<file path="src/rtl/dds_pkg.sv">
// ============================================================================
//  Module      : dds_pkg
//  Description : Shared types for the decode/dispatch queue: op and unit
//                encodings, RV32I opcode classes and the dispatch record.
//  Revision    : 1.0
// ============================================================================
`default_nettype none

package dds_pkg;

   typedef enum logic [5:0] {
      OP_ADD   = 6'd0,
      OP_SUB   = 6'd1,
      OP_SLL   = 6'd2,
      OP_SLT   = 6'd3,
      OP_SLTU  = 6'd4,
      OP_XOR   = 6'd5,
      OP_SRL   = 6'd6,
      OP_SRA   = 6'd7,
      OP_OR    = 6'd8,
      OP_AND   = 6'd9,
      OP_LB    = 6'd10,
      OP_LH    = 6'd11,
      OP_LW    = 6'd12,
      OP_LBU   = 6'd13,
      OP_LHU   = 6'd14,
      OP_SB    = 6'd15,
      OP_SH    = 6'd16,
      OP_SW    = 6'd17,
      OP_BEQ   = 6'd18,
      OP_BNE   = 6'd19,
      OP_BLT   = 6'd20,
      OP_BGE   = 6'd21,
      OP_BLTU  = 6'd22,
      OP_BGEU  = 6'd23,
      OP_LUI   = 6'd24,
      OP_AUIPC = 6'd25,
      OP_JAL   = 6'd26,
      OP_JALR  = 6'd27
   } op_e;

   typedef enum logic [1:0] {
      UNIT_ALU    = 2'd0,
      UNIT_BRANCH = 2'd1,
      UNIT_LSU    = 2'd2
   } unit_e;

   localparam logic [6:0] c_opc_op     = 7'b0110011;
   localparam logic [6:0] c_opc_op_imm = 7'b0010011;
   localparam logic [6:0] c_opc_load   = 7'b0000011;
   localparam logic [6:0] c_opc_store  = 7'b0100011;
   localparam logic [6:0] c_opc_branch = 7'b1100011;
   localparam logic [6:0] c_opc_lui    = 7'b0110111;
   localparam logic [6:0] c_opc_auipc  = 7'b0010111;
   localparam logic [6:0] c_opc_jal    = 7'b1101111;
   localparam logic [6:0] c_opc_jalr   = 7'b1100111;

   localparam logic [31:0] c_nop = 32'h0000_0013;

   // Width-independent part of the record; imm and pc travel beside it.
   typedef struct packed {
      unit_e      unit;
      op_e        op;
      logic [4:0] rd;
      logic [4:0] rs1;
      logic [4:0] rs2;
   } disp_rec_t;

endpackage

`default_nettype wire

</file>
<file path="src/rtl/inst_decode_comb.sv">
// ============================================================================
//  Module      : inst_decode_comb
//  Description : Combinational RV32I decode of one {inst, pc} pair into a
//                dispatch record, immediate, JAL target and class flags.
//  Revision    : 1.0
// ============================================================================
`default_nettype none

module inst_decode_comb
   import dds_pkg::*;
#(
   parameter int ADDR_WIDTH = 32,
   parameter int DATA_WIDTH = 32
) (
   input  logic [31:0]           inst,
   input  logic [ADDR_WIDTH-1:0] pc,
   output disp_rec_t             rec,
   output logic [DATA_WIDTH-1:0] imm,
   output logic [ADDR_WIDTH-1:0] jal_target,
   output logic                  is_nop,
   output logic                  is_illegal,
   output logic                  is_jal
);

   logic [6:0]  w_opc;
   logic [2:0]  w_f3;
   logic [6:0]  w_f7;
   logic [31:0] w_imm_i;
   logic [31:0] w_imm_s;
   logic [31:0] w_imm_b;
   logic [31:0] w_imm_u;
   logic [31:0] w_imm_j;
   logic [31:0] w_imm32;
   logic        w_illegal;

   assign w_opc   = inst[6:0];
   assign w_f3    = inst[14:12];
   assign w_f7    = inst[31:25];
   assign w_imm_i = {{20{inst[31]}}, inst[31:20]};
   assign w_imm_s = {{20{inst[31]}}, inst[31:25], inst[11:7]};
   assign w_imm_b = {{19{inst[31]}}, inst[31], inst[7], inst[30:25], inst[11:8], 1'b0};
   assign w_imm_u = {inst[31:12], 12'd0};
   assign w_imm_j = {{11{inst[31]}}, inst[31], inst[19:12], inst[20], inst[30:21], 1'b0};

   always_comb begin
      rec.unit  = UNIT_ALU;
      rec.op    = OP_ADD;
      rec.rd    = inst[11:7];
      rec.rs1   = inst[19:15];
      rec.rs2   = 5'd0;
      w_imm32   = 32'd0;
      w_illegal = 1'b0;
      case (w_opc)
         c_opc_op: begin
            rec.rs2 = inst[24:20];
            case (w_f3)
               3'd0:    rec.op = (w_f7 == 7'h20) ? OP_SUB : OP_ADD;
               3'd1:    rec.op = OP_SLL;
               3'd2:    rec.op = OP_SLT;
               3'd3:    rec.op = OP_SLTU;
               3'd4:    rec.op = OP_XOR;
               3'd5:    rec.op = (w_f7 == 7'h20) ? OP_SRA : OP_SRL;
               3'd6:    rec.op = OP_OR;
               default: rec.op = OP_AND;
            endcase
            if (!(w_f7 == 7'h00 || (w_f7 == 7'h20 && (w_f3 == 3'd0 || w_f3 == 3'd5))))
               w_illegal = 1'b1;
         end
         c_opc_op_imm: begin
            w_imm32 = w_imm_i;
            case (w_f3)
               3'd0:    rec.op = OP_ADD;
               3'd1:    rec.op = OP_SLL;
               3'd2:    rec.op = OP_SLT;
               3'd3:    rec.op = OP_SLTU;
               3'd4:    rec.op = OP_XOR;
               3'd5:    rec.op = (w_f7 == 7'h20) ? OP_SRA : OP_SRL;
               3'd6:    rec.op = OP_OR;
               default: rec.op = OP_AND;
            endcase
            // Shift immediates carry only the shift amount.
            if (w_f3 == 3'd1 || w_f3 == 3'd5) begin
               w_imm32 = {27'd0, inst[24:20]};
               if (!(w_f7 == 7'h00 || (w_f3 == 3'd5 && w_f7 == 7'h20)))
                  w_illegal = 1'b1;
            end
         end
         c_opc_load: begin
            rec.unit = UNIT_LSU;
            w_imm32  = w_imm_i;
            case (w_f3)
               3'd0:    rec.op = OP_LB;
               3'd1:    rec.op = OP_LH;
               3'd2:    rec.op = OP_LW;
               3'd4:    rec.op = OP_LBU;
               3'd5:    rec.op = OP_LHU;
               default: w_illegal = 1'b1;
            endcase
         end
         c_opc_store: begin
            rec.unit = UNIT_LSU;
            rec.rd   = 5'd0;
            rec.rs2  = inst[24:20];
            w_imm32  = w_imm_s;
            case (w_f3)
               3'd0:    rec.op = OP_SB;
               3'd1:    rec.op = OP_SH;
               3'd2:    rec.op = OP_SW;
               default: w_illegal = 1'b1;
            endcase
         end
         c_opc_branch: begin
            rec.unit = UNIT_BRANCH;
            rec.rd   = 5'd0;
            rec.rs2  = inst[24:20];
            w_imm32  = w_imm_b;
            case (w_f3)
               3'd0:    rec.op = OP_BEQ;
               3'd1:    rec.op = OP_BNE;
               3'd4:    rec.op = OP_BLT;
               3'd5:    rec.op = OP_BGE;
               3'd6:    rec.op = OP_BLTU;
               3'd7:    rec.op = OP_BGEU;
               default: w_illegal = 1'b1;
            endcase
         end
         c_opc_lui: begin
            rec.op  = OP_LUI;
            rec.rs1 = 5'd0;
            w_imm32 = w_imm_u;
         end
         c_opc_auipc: begin
            rec.op  = OP_AUIPC;
            rec.rs1 = 5'd0;
            w_imm32 = w_imm_u;
         end
         c_opc_jal: begin
            rec.op  = OP_JAL;
            rec.rs1 = 5'd0;
            w_imm32 = w_imm_j;
         end
         c_opc_jalr: begin
            rec.unit = UNIT_BRANCH;
            rec.op   = OP_JALR;
            w_imm32  = w_imm_i;
            if (w_f3 != 3'd0)
               w_illegal = 1'b1;
         end
         default: w_illegal = 1'b1;
      endcase
   end

   assign imm        = DATA_WIDTH'($signed(w_imm32));
   assign jal_target = pc + ADDR_WIDTH'($signed(w_imm_j));
   assign is_nop     = (inst == c_nop);
   assign is_illegal = w_illegal;
   assign is_jal     = (w_opc == c_opc_jal);

endmodule

`default_nettype wire

</file>
<file path="src/rtl/decode_dispatch_queue.sv">
// ============================================================================
//  Module      : decode_dispatch_queue
//  Description : Circular fetch queue feeding a registered dispatch record,
//                with local JAL redirect and a stall behind branches/JALR.
//  Revision    : 1.0
// ============================================================================
`default_nettype none

module decode_dispatch_queue
   import dds_pkg::*;
#(
   parameter int DEPTH      = 4,
   parameter int ADDR_WIDTH = 32,
   parameter int DATA_WIDTH = 32,
   parameter int CNT_WIDTH  = $clog2(DEPTH + 1)
) (
   input  logic                  clk,
   input  logic                  rst_n,
   input  logic                  if_valid,
   input  logic [31:0]           if_inst,
   input  logic [ADDR_WIDTH-1:0] if_pc,
   output logic                  if_ready,
   input  logic                  flush,
   input  logic                  br_resolve,
   output logic                  disp_valid,
   input  logic                  disp_ready,
   output logic [1:0]            disp_unit,
   output logic [5:0]            disp_op,
   output logic [4:0]            disp_rd,
   output logic [4:0]            disp_rs1,
   output logic [4:0]            disp_rs2,
   output logic [DATA_WIDTH-1:0] disp_imm,
   output logic [ADDR_WIDTH-1:0] disp_pc,
   output logic                  pc_redirect_valid,
   output logic [ADDR_WIDTH-1:0] pc_redirect_target,
   output logic                  illegal_inst,
   output logic [CNT_WIDTH-1:0]  queue_count,
   output logic                  waiting_branch
);

   localparam int PTR_W = $clog2(DEPTH);

   localparam logic [0:0] S_RUN     = 1'b0;
   localparam logic [0:0] S_WAIT_BR = 1'b1;

   logic [31:0]           r_q_inst [DEPTH];
   logic [ADDR_WIDTH-1:0] r_q_pc   [DEPTH];
   logic [PTR_W-1:0]      r_head;
   logic [PTR_W-1:0]      r_tail;
   logic [CNT_WIDTH-1:0]  r_count;
   logic [0:0]            r_state;
   logic [0:0]            w_state_nxt;

   logic                  r_disp_valid;
   disp_rec_t             r_disp_rec;
   logic [DATA_WIDTH-1:0] r_disp_imm;
   logic [ADDR_WIDTH-1:0] r_disp_pc;
   logic                  r_redir_valid;
   logic [ADDR_WIDTH-1:0] r_redir_target;
   logic                  r_illegal;

   disp_rec_t             w_dec_rec;
   logic [DATA_WIDTH-1:0] w_dec_imm;
   logic [ADDR_WIDTH-1:0] w_dec_target;
   logic                  w_dec_nop;
   logic                  w_dec_illegal;
   logic                  w_dec_jal;

   logic w_nonempty;
   logic w_br_handoff;
   logic w_take;
   logic w_load;
   logic w_jal_take;
   logic w_enq;

   inst_decode_comb #(
      .ADDR_WIDTH (ADDR_WIDTH),
      .DATA_WIDTH (DATA_WIDTH)
   ) u_dec (
      .inst       (r_q_inst[r_head]),
      .pc         (r_q_pc[r_head]),
      .rec        (w_dec_rec),
      .imm        (w_dec_imm),
      .jal_target (w_dec_target),
      .is_nop     (w_dec_nop),
      .is_illegal (w_dec_illegal),
      .is_jal     (w_dec_jal)
   );

   assign w_nonempty   = (r_count != '0);
   assign w_br_handoff = r_disp_valid && disp_ready && (r_disp_rec.unit == UNIT_BRANCH);
   // The edge that hands off a branch already blocks the next load.
   assign w_take       = (r_state == S_RUN) && w_nonempty && (!r_disp_valid || disp_ready)
                         && !w_br_handoff;
   assign w_load       = w_take && !w_dec_nop && !w_dec_illegal;
   assign w_jal_take   = w_load && w_dec_jal;
   assign if_ready     = (r_count < CNT_WIDTH'(DEPTH)) && !flush && !w_jal_take;
   assign w_enq        = if_valid && if_ready;

   always_ff @(posedge clk) begin
      if (w_enq) begin
         r_q_inst[r_tail] <= if_inst;
         r_q_pc[r_tail]   <= if_pc;
      end
   end

   always_ff @(posedge clk or negedge rst_n) begin
      if (!rst_n) begin
         r_head         <= '0;
         r_tail         <= '0;
         r_count        <= '0;
         r_disp_valid   <= 1'b0;
         r_disp_rec     <= '0;
         r_disp_imm     <= '0;
         r_disp_pc      <= '0;
         r_redir_valid  <= 1'b0;
         r_redir_target <= '0;
         r_illegal      <= 1'b0;
      end else if (flush) begin
         r_head        <= '0;
         r_tail        <= '0;
         r_count       <= '0;
         r_disp_valid  <= 1'b0;
         r_redir_valid <= 1'b0;
         r_illegal     <= 1'b0;
      end else begin
         r_redir_valid <= w_jal_take;
         r_illegal     <= w_take && w_dec_illegal && !w_dec_nop;
         if (w_jal_take)
            r_redir_target <= w_dec_target;

         if (w_enq)
            r_tail <= r_tail + PTR_W'(1);
         // A taken JAL discards everything younger; no enqueue can coincide.
         if (w_jal_take) begin
            r_head  <= r_tail;
            r_count <= '0;
         end else begin
            if (w_take)
               r_head <= r_head + PTR_W'(1);
            r_count <= r_count + CNT_WIDTH'(w_enq) - CNT_WIDTH'(w_take);
         end

         if (w_load) begin
            r_disp_valid <= 1'b1;
            r_disp_rec   <= w_dec_rec;
            r_disp_imm   <= w_dec_imm;
            r_disp_pc    <= r_q_pc[r_head];
         end else if (disp_ready) begin
            r_disp_valid <= 1'b0;
         end
      end
   end

   always_ff @(posedge clk or negedge rst_n) begin
      if (!rst_n)
         r_state <= S_RUN;
      else
         r_state <= w_state_nxt;
   end

   always_comb begin
      w_state_nxt = r_state;
      if (flush) begin
         w_state_nxt = S_RUN;
      end else begin
         case (r_state)
            S_RUN:     if (w_br_handoff) w_state_nxt = S_WAIT_BR;
            S_WAIT_BR: if (br_resolve)   w_state_nxt = S_RUN;
            default:   w_state_nxt = S_RUN;
         endcase
      end
   end

   always_comb begin
      waiting_branch = (r_state == S_WAIT_BR);
   end

   assign disp_valid         = r_disp_valid;
   assign disp_unit          = r_disp_rec.unit;
   assign disp_op            = r_disp_rec.op;
   assign disp_rd            = r_disp_rec.rd;
   assign disp_rs1           = r_disp_rec.rs1;
   assign disp_rs2           = r_disp_rec.rs2;
   assign disp_imm           = r_disp_imm;
   assign disp_pc            = r_disp_pc;
   assign pc_redirect_valid  = r_redir_valid;
   assign pc_redirect_target = r_redir_target;
   assign illegal_inst       = r_illegal;
   assign queue_count        = r_count;

endmodule

`default_nettype wire

</file>
<file path="config.mk">
export PLATFORM = sky130hd
export DESIGN_NAME = decode_dispatch_queue
export DESIGN_NICKNAME = d
export VERILOG_FILES = /design/src/rtl/dds_pkg.sv /design/src/rtl/inst_decode_comb.sv /design/src/rtl/decode_dispatch_queue.sv
export SDC_FILE = /design/constraint.sdc
export NUM_CORES = 1
export LEC_CHECK = 0
export CORE_MARGIN = 2
export CORE_UTILIZATION = 35
export CTS_CLUSTER_SIZE = 14
export DETAILED_ROUTE_END_ITERATION = 8
export PLACE_DENSITY = 0.54
export SLEW_MARGIN = 10
export SYNTH_ARGS = -nofsm -noshare
export SYNTH_HDL_FRONTEND = slang
export SYNTH_HIERARCHICAL = 1
export SYNTH_SLANG_ARGS = --single-unit
</file>
<file path="constraint.sdc">
create_clock -name clk -period 5.04 [get_ports clk]
set_clock_uncertainty 0.1 [all_clocks]
set_input_delay 0.504 -clock clk [delete_from_list [all_inputs] [get_ports clk]]
set_output_delay 0.504 -clock clk [all_outputs]
set_load 0.01 [all_outputs]
</file>
== Word level (Yosys, flattened, before mapping) ==
Memories as Yosys holds them, arrays and structs flattened.
Cells that the tools add are included.

* Add/subtract/negate cells: 5
* Multiply operators: 0
* Divide/modulo/power cells: 0
* $lt $le $gt $ge: 1
* Equality and inequality tests: 19
* Shift-type cells: 0
* Mux-type cells: 40
* Bitwise gates (word level): 2
* Reductions and logical operators: 45

{| class="wikitable"
|+ Operators with widths
! kind !! number
|-
| $pmux 32 s6 || 1
|-
| $pmux 6 s7 || 2
|-
| $pmux 6 s9 || 1
|-
| $add 32x32->32 || 1
|-
| $eq 32x5->1 const B || 1
|-
| $mux 32 || 1
|-
| $pmux 5 s6 || 1
|-
| $eq 7x6->1 const B || 4
|-
| $eq 7x7->1 const B || 3
|-
| $pmux 4 s5 || 1
|-
| $mux 1 || 19
|-
| $logic_and 1x1->1 || 15
|-
| $mux 5 || 3
|-
| $pmux 5 s3 || 1
|-
| $eq 7x5->1 const B || 2
|-
| $eq 3x3->1 const B || 4
|-
| $reduce_bool 3->1 || 4
|-
| $mux 2 || 5
|-
| $reduce_or 2->1 || 5
|-
| $reduce_or 3->1 || 3
|-
| $eq 7x2->1 const B || 1
|-
| $logic_not 7->1 || 1
|-
| $pmux 1 s7 || 1
|-
| $eq 3x2->1 const B || 2
|-
| 17 further kinds || 30
|}

* Register bits: 130
* Bits in latches: 0
* Bits in writable memories: 256
* Memory bits (read-only): 0
* Input port bits: 70
* Output and inout bits: 127
* Word-level logic and storage cells: 129
* Memories: 2

{| class="wikitable"
|+ Memories
! name !! depth !! bits a word !! read ports !! clocked after Yosys merged registers in !! wr ports !! line !! source
|-
| r_q_inst || 4 || 32 || 1 || 0 || 1 || decode_dispatch_queue.sv:46 || <nowiki>logic [31:0] r_q_inst [DEPTH];</nowiki>
|-
| r_q_pc || 4 || 32 || 1 || 0 || 1 || decode_dispatch_queue.sv:47 || <nowiki>logic [ADDR_WIDTH-1:0] r_q_pc [DEPTH];</nowiki>
|}

== Longest topological paths before layout ==
Gate-level depths: netlist of the first run.
An unclocked memory read counts as a cell.

* Depth after elaboration: 17
* Mapped depth: 22
* Depth with buffers taken out: 19

== By module ==
The synthesis of the first run kept the hierarchy.

{| class="wikitable"
|+ By module, submodules not included
! module !! times used !! cells each !! area each (sq um) !! sequential area each (sq um)
|-
| decode_dispatch_queue || 1 || 652 || 14,348.8 || 10,940.5
|-
| inst_decode_comb || 1 || 398 || 2,703.8 || 0.0
|}

== Least setup slack after synthesis of the first run ==
No wires, ideal clock.

* Path type: register to register
* Start: register r_head[0]
* End: memory r_q_inst[1][0] (enable)
* Data arrival time: 4,766 ps
* Path slack: -254 ps
* Stages on the path, launching flop included: 12
* Buffers on the path: 3
* Cell sequence: dfrtp_1 clkbuf_1 buf_2 buf_2 mux4_2 or4_1 nor3_1 nand4_1 nor3_1 nor3b_1 a21boi_0 and2_1

* Elaborated cells between the ends (all ways): 49
* Those cells by class: eq/ne (17); mux (10); reduce/logical (21); memory (1)

{| class="wikitable"
|+ RTL lines
! what !! line !! source
|-
| start: declaration || decode_dispatch_queue.sv:48 || <nowiki>logic [PTR_W-1:0] r_head;</nowiki>
|-
| start signal: assignment || decode_dispatch_queue.sv:136 || <nowiki>r_head <= r_tail;</nowiki>
|-
| start signal: assignment || decode_dispatch_queue.sv:140 || <nowiki>r_head <= r_head + PTR_W'(1);</nowiki>
|-
| $mem_v2 4x32 || - ||
|-
| $eq 32x5->1 || inst_decode_comb.sv:155 || <nowiki>assign is_nop = (inst == c_nop);</nowiki>
|-
| named net w_dec_nop || decode_dispatch_queue.sv:65 || <nowiki>logic w_dec_nop;</nowiki>
|-
| $logic_not 1->1 || decode_dispatch_queue.sv:95 || <nowiki>assign w_load = w_take && !w_dec_nop && !w_dec_illegal;</nowiki>
|-
| $logic_and 1x1->1 (2 in a row) || decode_dispatch_queue.sv:95 ||
|-
| $logic_and 1x1->1 || decode_dispatch_queue.sv:96 || <nowiki>assign w_jal_take = w_load && w_dec_jal;</nowiki>
|-
| $logic_not 1->1 || decode_dispatch_queue.sv:97 || <nowiki>assign if_ready = (r_count < CNT_WIDTH'(DEPTH)) && !flush && !w_jal_take;</nowiki>
|-
| $logic_and 1x1->1 || decode_dispatch_queue.sv:97 ||
|-
| $logic_and 1x1->1 || decode_dispatch_queue.sv:98 || <nowiki>assign w_enq = if_valid && if_ready;</nowiki>
|-
| $mux 1 || decode_dispatch_queue.sv:101 || <nowiki>if (w_enq) begin</nowiki>
|-
| $mux 1 (implied by the code) || decode_dispatch_queue.sv:102 || <nowiki>r_q_inst[r_tail] <= if_inst;</nowiki>
|-
| end: declaration || decode_dispatch_queue.sv:46 ||
|}

The timed path passes the listed nets, and every way through them passes these cells.

== Worst setup path in the final report of the first run ==
* Start: register r_head[0]
* End: output port if_ready

* Cells in the longest elaborated chain, start to end: 12
* Elaborated cells between the ends (all ways): 46
* Those cells by class: eq/ne (17); mux (8); reduce/logical (20); memory (1)

{| class="wikitable"
|+ Ends and longest elaborated chain
! what !! line !! source
|-
| $mem_v2 4x32 * || - ||
|-
| $eq 7x6->1, or another cell as far along || inst_decode_comb.sv:66, inst_decode_comb.sv:84 ||
|-
| $logic_and 1x1->1 / $logic_or 1x1->1 (equally long branches) || inst_decode_comb.sv:84, inst_decode_comb.sv:66 ||
|-
| $logic_or 1x1->1 / $logic_and 1x1->1 (equally long branches) || inst_decode_comb.sv:84, inst_decode_comb.sv:66 ||
|-
| $mux 1 / $logic_or 1x1->1 (equally long branches) || inst_decode_comb.sv:84, inst_decode_comb.sv:66 ||
|-
| $mux 1, on equally long branches || inst_decode_comb.sv:82, inst_decode_comb.sv:66 ||
|-
| $pmux 1 s7 * || inst_decode_comb.sv:53 || <nowiki>case (w_opc)</nowiki>
|-
| named net w_dec_illegal || decode_dispatch_queue.sv:66 || <nowiki>logic w_dec_illegal;</nowiki>
|-
| $logic_not 1->1 * || decode_dispatch_queue.sv:95 ||
|-
| $logic_and 1x1->1 * || decode_dispatch_queue.sv:95 ||
|-
| $logic_and 1x1->1 * || decode_dispatch_queue.sv:96 ||
|-
| $logic_not 1->1 * || decode_dispatch_queue.sv:97 ||
|-
| $logic_and 1x1->1 * || decode_dispatch_queue.sv:97 ||
|-
| end: declaration || decode_dispatch_queue.sv:22 || <nowiki>output logic if_ready,</nowiki>
|}

Mark *: on every way through the listed nets, which the timed path passes. The rest lies on a longest branch.

==> impl_metrics.json, run 1 <==
{
  "status": "finished clean",
  "wl_um": 44700,
  "cts_tree": "done",
  "ir_worst_vdd_mv": 0.224,
  "grt_pass1_wl_um": 66600,
  "power.density_nw_per_um2": 584,
  "cp_data_arrival_time_ns": 4.21,
  "slew_headroom_pct": 37.0,
  "ctsHtreeMaxLevel": 2,
  "rows": 80,
  "crit_slowest_cell": "dfrtp_4",
  "layout.nets": 1398,
  "leakage_nw": 8.25,
  "clock_sinks": 386,
  "core_um2": 47900,
  "first_pass_iters": 5,
  "clockBufferDepth": 3,
  "io_pins": 197,
  "crit_top_cell": "nand4_1",
  "end_kind": "output port",
  "gp_congestion": 0.839,
  "ys_warn_count": 6,
  "synth_cells": 1050,
  "area_delta_synth_final_pct": 25.8,
  "placed_area_um2": 19900,
  "avgSynthCellArea_um2": 16.2,
  "clock_latency_ns": 0.56,
  "numCtsBuffers": 42,
  "antenna_found_initial": 0,
  "first_global_vias": 10200,
  "drtIter0Drc": 785,
  "hold_viol_final": 0,
  "drv_slew": 0,
  "max_cap_violations": 0,
  "die_w_um": 225,
  "clk_pin_slew_ns": 0.06,
  "routed-wl-met2_um": 20700,
  "total_power_mw": 12.5,
  "tns_ns": 0,
  "worst_ep_required_time_ns": 4.44,
  "syn-num-nets": 1158,
  "vias": 10000,
  "layout-drive-gt1-share_pct": 26.0,
  "async_flop_share_pct": 33.7,
  "wl_per_cell_um": 23.1,
  "antennaDiodeCount": 0,
  "drc": 0,
  "slowest_delay_ns": 0.56,
  "portBuffers": 196,
  "finalCritPeriodShare_pct": 95.4,
  "num-fill-cells": 4214,
  "mappedNetlistArea_um2": 17100,
  "wl_met1_um": 21300,
  "fmax_mhz": 208,
  "die_y_um": 225,
  "synth_edf_count": 256,
  "ff2ff_path_depth": 14,
  "worstMarginPinSlew_ns": 0.939,
  "post-route-min-period_ns": 4.81,
  "final_util_pct": 44.7,
  "cts-root-buf": "clkbuf_16",
  "yosysSeqAreaShare_pct": 64.2,
  "fin_area_um2": 21500,
  "hp-class": "primary input to async pin",
  "critPathMaxFanout": 12,
  "initial_utilization_pct": 35.6,
  "grt_setup_unrepaired": "false",
  "worstSetupPathType": "register to output port",
  "crit_chain": "buf_6, buf_12, mux4_2, nand4_1, or3b_2, nor2_4, o21ai_0, nand4_1, nor3b_2, buf_4, a21o_1, nor2_1, clkdlybuf4s50_1",
  "antenna_left": 0,
  "grt_usage_pct": 17.8,
  "highest_layer": "met4",
  "setup_viol": 0,
  "wl_met3_um": 1900,
  "synth_cell_types": 75,
  "die_area_um2": 50500,
  "ys_ff_latch": 386,
  "dpl.hpwl_um": 31100,
  "grt_max_degree": 49,
  "synth-main-ff-cell": "edfxtp_1",
  "cp-start-kind": "register",
  "globalRouteOverflowTotal": 0,
  "viasPerCell": 5.19
}
[critical path, delay by kind of cell (launching register included)]
kind | cells | cell delay (ns)
flops | 1 | 0.56
mux | 1 | 0.46
buf+inv | 4 | 1.08
compound gates | 2 | 0.32
simple gates | 6 | 1.23
[metal layers]
layer | GRT usage [%] | up-vias
met1 | 26.1 | 5189
met4 | 4.38 | 0
met2 | 27.7 | 260
met5 | 0 | -
li1 | - | 4539
met3 | 3.04 | 57
[worst paths after layout]
check,from,endpoint,slack (ns)
max,r_head[0],if_ready,0.23
min,rst_n,disp_rd[4],0.37
max reg2reg,r_head[0],pc_redirect_target[25],0.50
min reg2reg,disp_pc[22],disp_pc[22],0.40
max in group asynchronous,rst_n,disp_pc[31],3.41
min in group clk,br_resolve,waiting_branch,0.40
[metrics by stage]
step	hold WS (ns)	setup WS [ns]	instances
finish	0.372	0.230	1937
global route	0.396	0.0278	1937
CTS	0.359	0.0868	1924
detailed placement	0.393	0.299	1846
global placement	0.390	0.337	1846
floorplan	0.108	0.227	1050
[Yosys cell counts, types with 3 or more instances]
cell type	instances	area share (%)
a22o_1	4	0.21
mux2i_1	3	0.18
dfrtp_1	130	19
nor3b_1	4	0.18
nor4_1	7	0.26
nor3_1	14	0.41
clkbuf_1	15	0.33
edfxtp_1	256	45
o31ai_1	5	0.22
xnor2_1	13	0.67
o21ai_2	3	0.15
buf_4	6	0.26
nor2_1	39	0.86
a31oi_1	7	0.26
ha_1	36	2.6
mux4_2	64	8.5
nand2_1	32	0.70
buf_6	7	0.46
inv_1	19	0.42
o21ai_0	32	0.94
nand2b_1	4	0.15
buf_2	22	0.65
a211oi_1	6	0.26
nor2b_1	17	0.62
nand3_1	9	0.26
a21o_1	30	1.3
a21o_2	9	0.46
mux2_4	19	1.7
and2_1	19	0.70
a21oi_1	34	1.0
mux2_2	100	6.6
nand4_1	12	0.44
xor2_1	19	0.98
[logic make-up (layout without fill, tap and decap cells)]
logic type	after synthesis	in the layout	share of synthesized area (%)
AO/OA/AOI/OAI	158	158	6.49
multiplexers	186	186	16.9
AND/OR/NAND/NOR	173	173	5.47
adder cells (fa/ha/maj)	38	38	2.88
other	1	1	0.0220
XOR/XNOR	32	32	1.64
flip-flops	386	386	64.2
buffers and inverters	76	348	2.44
[registers in the layout (all words and copies together), names as in the netlist, 3 cells and up]
| name | flops |
|---|---|
| disp_imm | 32 |
| disp_op | 6 |
| disp_pc | 32 |
| disp_rd | 5 |
| disp_rs1 | 5 |
| disp_rs2 | 5 |
| pc_redirect_target | 32 |
| queue_count | 3 |
| r_q_inst | 128 |
| r_q_pc | 128 |
[report_power, final]
part           leakage (nW)  internal, mW  total (mW)  switching (mW)
clock network         0.669          1.80        3.04            1.24
logic                  3.52          2.50        5.47            2.97
registers              4.06          3.80        4.04           0.232
total                  8.25          8.10        12.5            4.44
[cells in the final DEF (no fill, tap or decap), types with 6 or more instances in the layout]
cell type | Yosys | layout
ha_1 | 36 | 36
nor4_1 | 7 | 7
clkinv_2 | 0 | 6
buf_4 | 6 | 41
and2_1 | 19 | 15
a211oi_1 | 6 | 6
a31oi_1 | 7 | 7
a21o_2 | 9 | 9
dfrtp_1 | 130 | 128
inv_1 | 19 | 19
a21o_1 | 30 | 30
nor2_1 | 39 | 37
nand2_1 | 32 | 32
xor2_1 | 19 | 19
nand3_1 | 9 | 9
nor2b_1 | 17 | 17
buf_12 | 0 | 13
mux2_4 | 19 | 19
edfxtp_1 | 256 | 256
a21oi_1 | 34 | 34
o21ai_0 | 32 | 32
xnor2_1 | 13 | 13
mux2_2 | 100 | 100
clkbuf_8 | 2 | 8
clkbuf_16 | 0 | 43
clkdlybuf4s50_1 | 0 | 195
mux4_2 | 64 | 64
clkbuf_1 | 15 | 14
nor3_1 | 14 | 12
nand4_1 | 12 | 12
[final cells by class]
| type | count | area, µm² | share of cell area (%) |
|---|---|---|---|
| Tap cell | 615 | 769 | 3.59 |
| Inverter | 20 | 80.1 | 0.373 |
| Timing Repair Buffer | 252 | 2550 | 11.9 |
| Clock inverter | 11 | 119 | 0.554 |
| Multi-Input combinational cell | 588 | 5750 | 26.8 |
| Sequential cell | 386 | 10900 | 51.0 |
| Clock buffer | 65 | 1240 | 5.77 |
[what timing repair did]
action / CTS / global route
resized for setup: 0 / 10
endpoints found under the hold margin: 46 / 0
endpoints found under the setup margin: 1 / 1
cloned: 0 / 0
pin swaps: 0 / 1
buffers inserted: 1 / 13
hold buffers: 1 / 0
Note: power is estimated with default switching activity, not from simulation.
==> run 2: changes to the inputs <==
==> constraint.sdc (replaced) <==
create_clock -name clk -period 5.04 [get_ports clk]
set_clock_uncertainty 0.1 [all_clocks]
set_input_delay 1.512 -clock clk [delete_from_list [all_inputs] [get_ports clk]]
set_output_delay 1.512 -clock clk [all_outputs]
set_load 0.01 [all_outputs]
==> run 2 against run 1 <==
Compared with the run above:
- the flow now finishes with violations (negative setup slack)
- global-route usage about the same
- sequential share of layout area shrank 0.43 points
- die area stayed put
- power is 0.63% higher
- via count rose by 0.83%
- sequential cell count did not move
- critical path type unchanged
- largest power group unchanged
==> impl_metrics.json, run 2 (synthesis gave the netlist of run 1 again) <==
{
  "wl_per_cell_um": 22.5,
  "hold_ws_ns": 0.405,
  "worstSetupPathType": "register to output port",
  "core_um2": 47900,
  "num-fill-cells": 4203,
  "hold_viol_final": 0,
  "die_w_um": 225,
  "clock_latency_ns": 0.56,
  "end_kind": "output port",
  "clk_pin_slew_ns": 0.06,
  "worstMarginPinSlew_ns": 1.05,
  "layout-drive-gt1-share_pct": 28.4,
  "reg2reg_from": "r_head[0]",
  "cts_tree": "done",
  "dpl.hpwl_um": 31000,
  "clockBufferDepth": 3,
  "post-route-min-period_ns": 5.06,
  "layout_commonest_cell": "edfxtp_1",
  "drtIter0Drc": 742,
  "clock_sinks": 386,
  "wl_um": 44300,
  "die_area_um2": 50500,
  "power.density_nw_per_um2": 583,
  "grt_setup_unrepaired": "true",
  "hold_depth": 1,
  "fmax_mhz": 198,
  "ctsHtreeMaxLevel": 2,
  "hold_path.startpoint": "pc_redirect_target[3]",
  "globalRouteOverflowTotal": 0,
  "setup_ws_ns": -0.0199,
  "hp-class": "register to register",
  "leakage_nw": 8.39,
  "reg_top3": "r_q_inst x128, r_q_pc x128",
  "cp-start-kind": "register",
  "antenna_left": 0,
  "critPathMaxFanout": 5,
  "slew_headroom_pct": 29.7,
  "min_to": "pc_redirect_target[3]",
  "grt_max_degree": 93,
  "max_cap_violations": 0,
  "gp_congestion": 0.872,
  "cts_hold_buf": 0,
  "viasPerCell": 5.14,
  "cp_data_arrival_time_ns": 3.45,
  "ir_worst_vdd_mv": 0.268,
  "final_util_pct": 45.1,
  "fin_area_um2": 21600,
  "first_global_vias": 10600,
  "ff2ff_path_depth": 14,
  "rows": 80,
  "die_y_um": 225,
  "placedCellCount": 1879,
  "setup_viol": 1,
  "worst_ep_required_time_ns": 3.43,
  "final_cell_mix": "edfxtp_1 (256), clkdlybuf4s50_1 (194), dfrtp_1 (128)",
  "drc": 0,
  "area_delta_synth_final_pct": 26.9,
  "io_pins": 197,
  "violations": "negative setup slack",
  "drv_slew": 0,
  "placed_area_um2": 20100,
  "instances_no_fill": 1970,
  "grt_pass1_wl_um": 67000,
  "cts-root-buf": "clkbuf_16",
  "r2r-end": "r_q_inst[1][6]",
  "vias": 10100,
  "portBuffers": 196,
  "finalCritPeriodShare_pct": 100,
  "total_power_mw": 12.6,
  "initial_utilization_pct": 35.6,
  "rrSetupSlack_ns": 0.49,
  "numCtsBuffers": 43,
  "layout.nets": 1429,
  "antenna_found_initial": 3,
  "first_pass_iters": 5,
  "status": "complete, but fails checks",
  "grt_usage_pct": 17.8
}
run 2: worst max-delay path, cell delays in order (launching register included):
cell,delay (ns)
dfrtp_4,0.45
buf_6,0.14
mux4_2,0.51
or4_4,0.55
nor3_4,0.18
buf_6,0.14
nand2_2,0.04
nand4_1,0.10
nand4_1,0.16
nor3b_2,0.27
a21o_1,0.16
nor2_1,0.04
buf_2,0.14
run 2: layout make-up:
type / count / area, µm² / share of cell area (%)
well taps: 615 / 769 / 3.56
clock inverters: 18 / 148 / 0.682
multi-input cells: 588 / 5780 / 26.7
flip-flops and latches: 386 / 10900 / 50.6
inverters: 20 / 80.1 / 0.370
clock buffers: 60 / 1210 / 5.59
diodes: 1 / 2.50 / 0.0116
repair buffers: 282 / 2700 / 12.5
run 2: how the worst max path moves through the flow:
stage              start       end  slack, ns  depth (start not counted)
6_report       r_head[0]  if_ready      -0.02                         12
2_1_floorplan  r_head[1]  if_ready       0.09                         13
3_3_place_gp   r_head[0]  if_ready      -0.12                         11
3_5_place_dp   r_head[0]  if_ready      -0.14                         11
4_1_cts        r_head[0]  if_ready      -0.19                         12
5_1_grt        r_head[0]  if_ready      -0.19                         12
run 2: per-layer routing:
| layer | part of all wire, % | global-route usage, % | up-vias |
|---|---|---|---|
| li1 | - | - | 4600 |
| met1 | 46 | 25.0 | 5216 |
| met2 | 46 | 28.0 | 246 |
| met3 | 4.7 | 3.53 | 62 |
| met4 | 2.4 | 5.62 | 4 |
| met5 | 0.056 | 0 | - |
run 2: stage by stage:
stage	setup WS [ns]	setup TNS, ns
after floorplan	0.0930	0
after global placement	-0.118	-0.118
after detailed placement	-0.137	-0.137
after CTS	-0.188	-0.188
after global routing	-0.193	-0.193
final	-0.0199	-0.0199
run 2: timing repair:
item / 4_1_cts / 5_1_grt
cloned: 1 / 0
resized for setup: 15 / 11
pin swaps: 9 / 6
buffers inserted: 10 / 2
endpoints found under the setup margin: 1 / 1
run 2: power breakdown:
| part | leakage, nW | switching, mW | internal [mW] | total, mW |
|---|---|---|---|---|
| registers | 4.06 | 0.220 | 3.81 | 4.03 |
| clock network | 0.669 | 1.26 | 1.78 | 3.04 |
| logic | 3.66 | 2.91 | 2.64 | 5.55 |
| total | 8.39 | 4.39 | 8.23 | 12.6 |
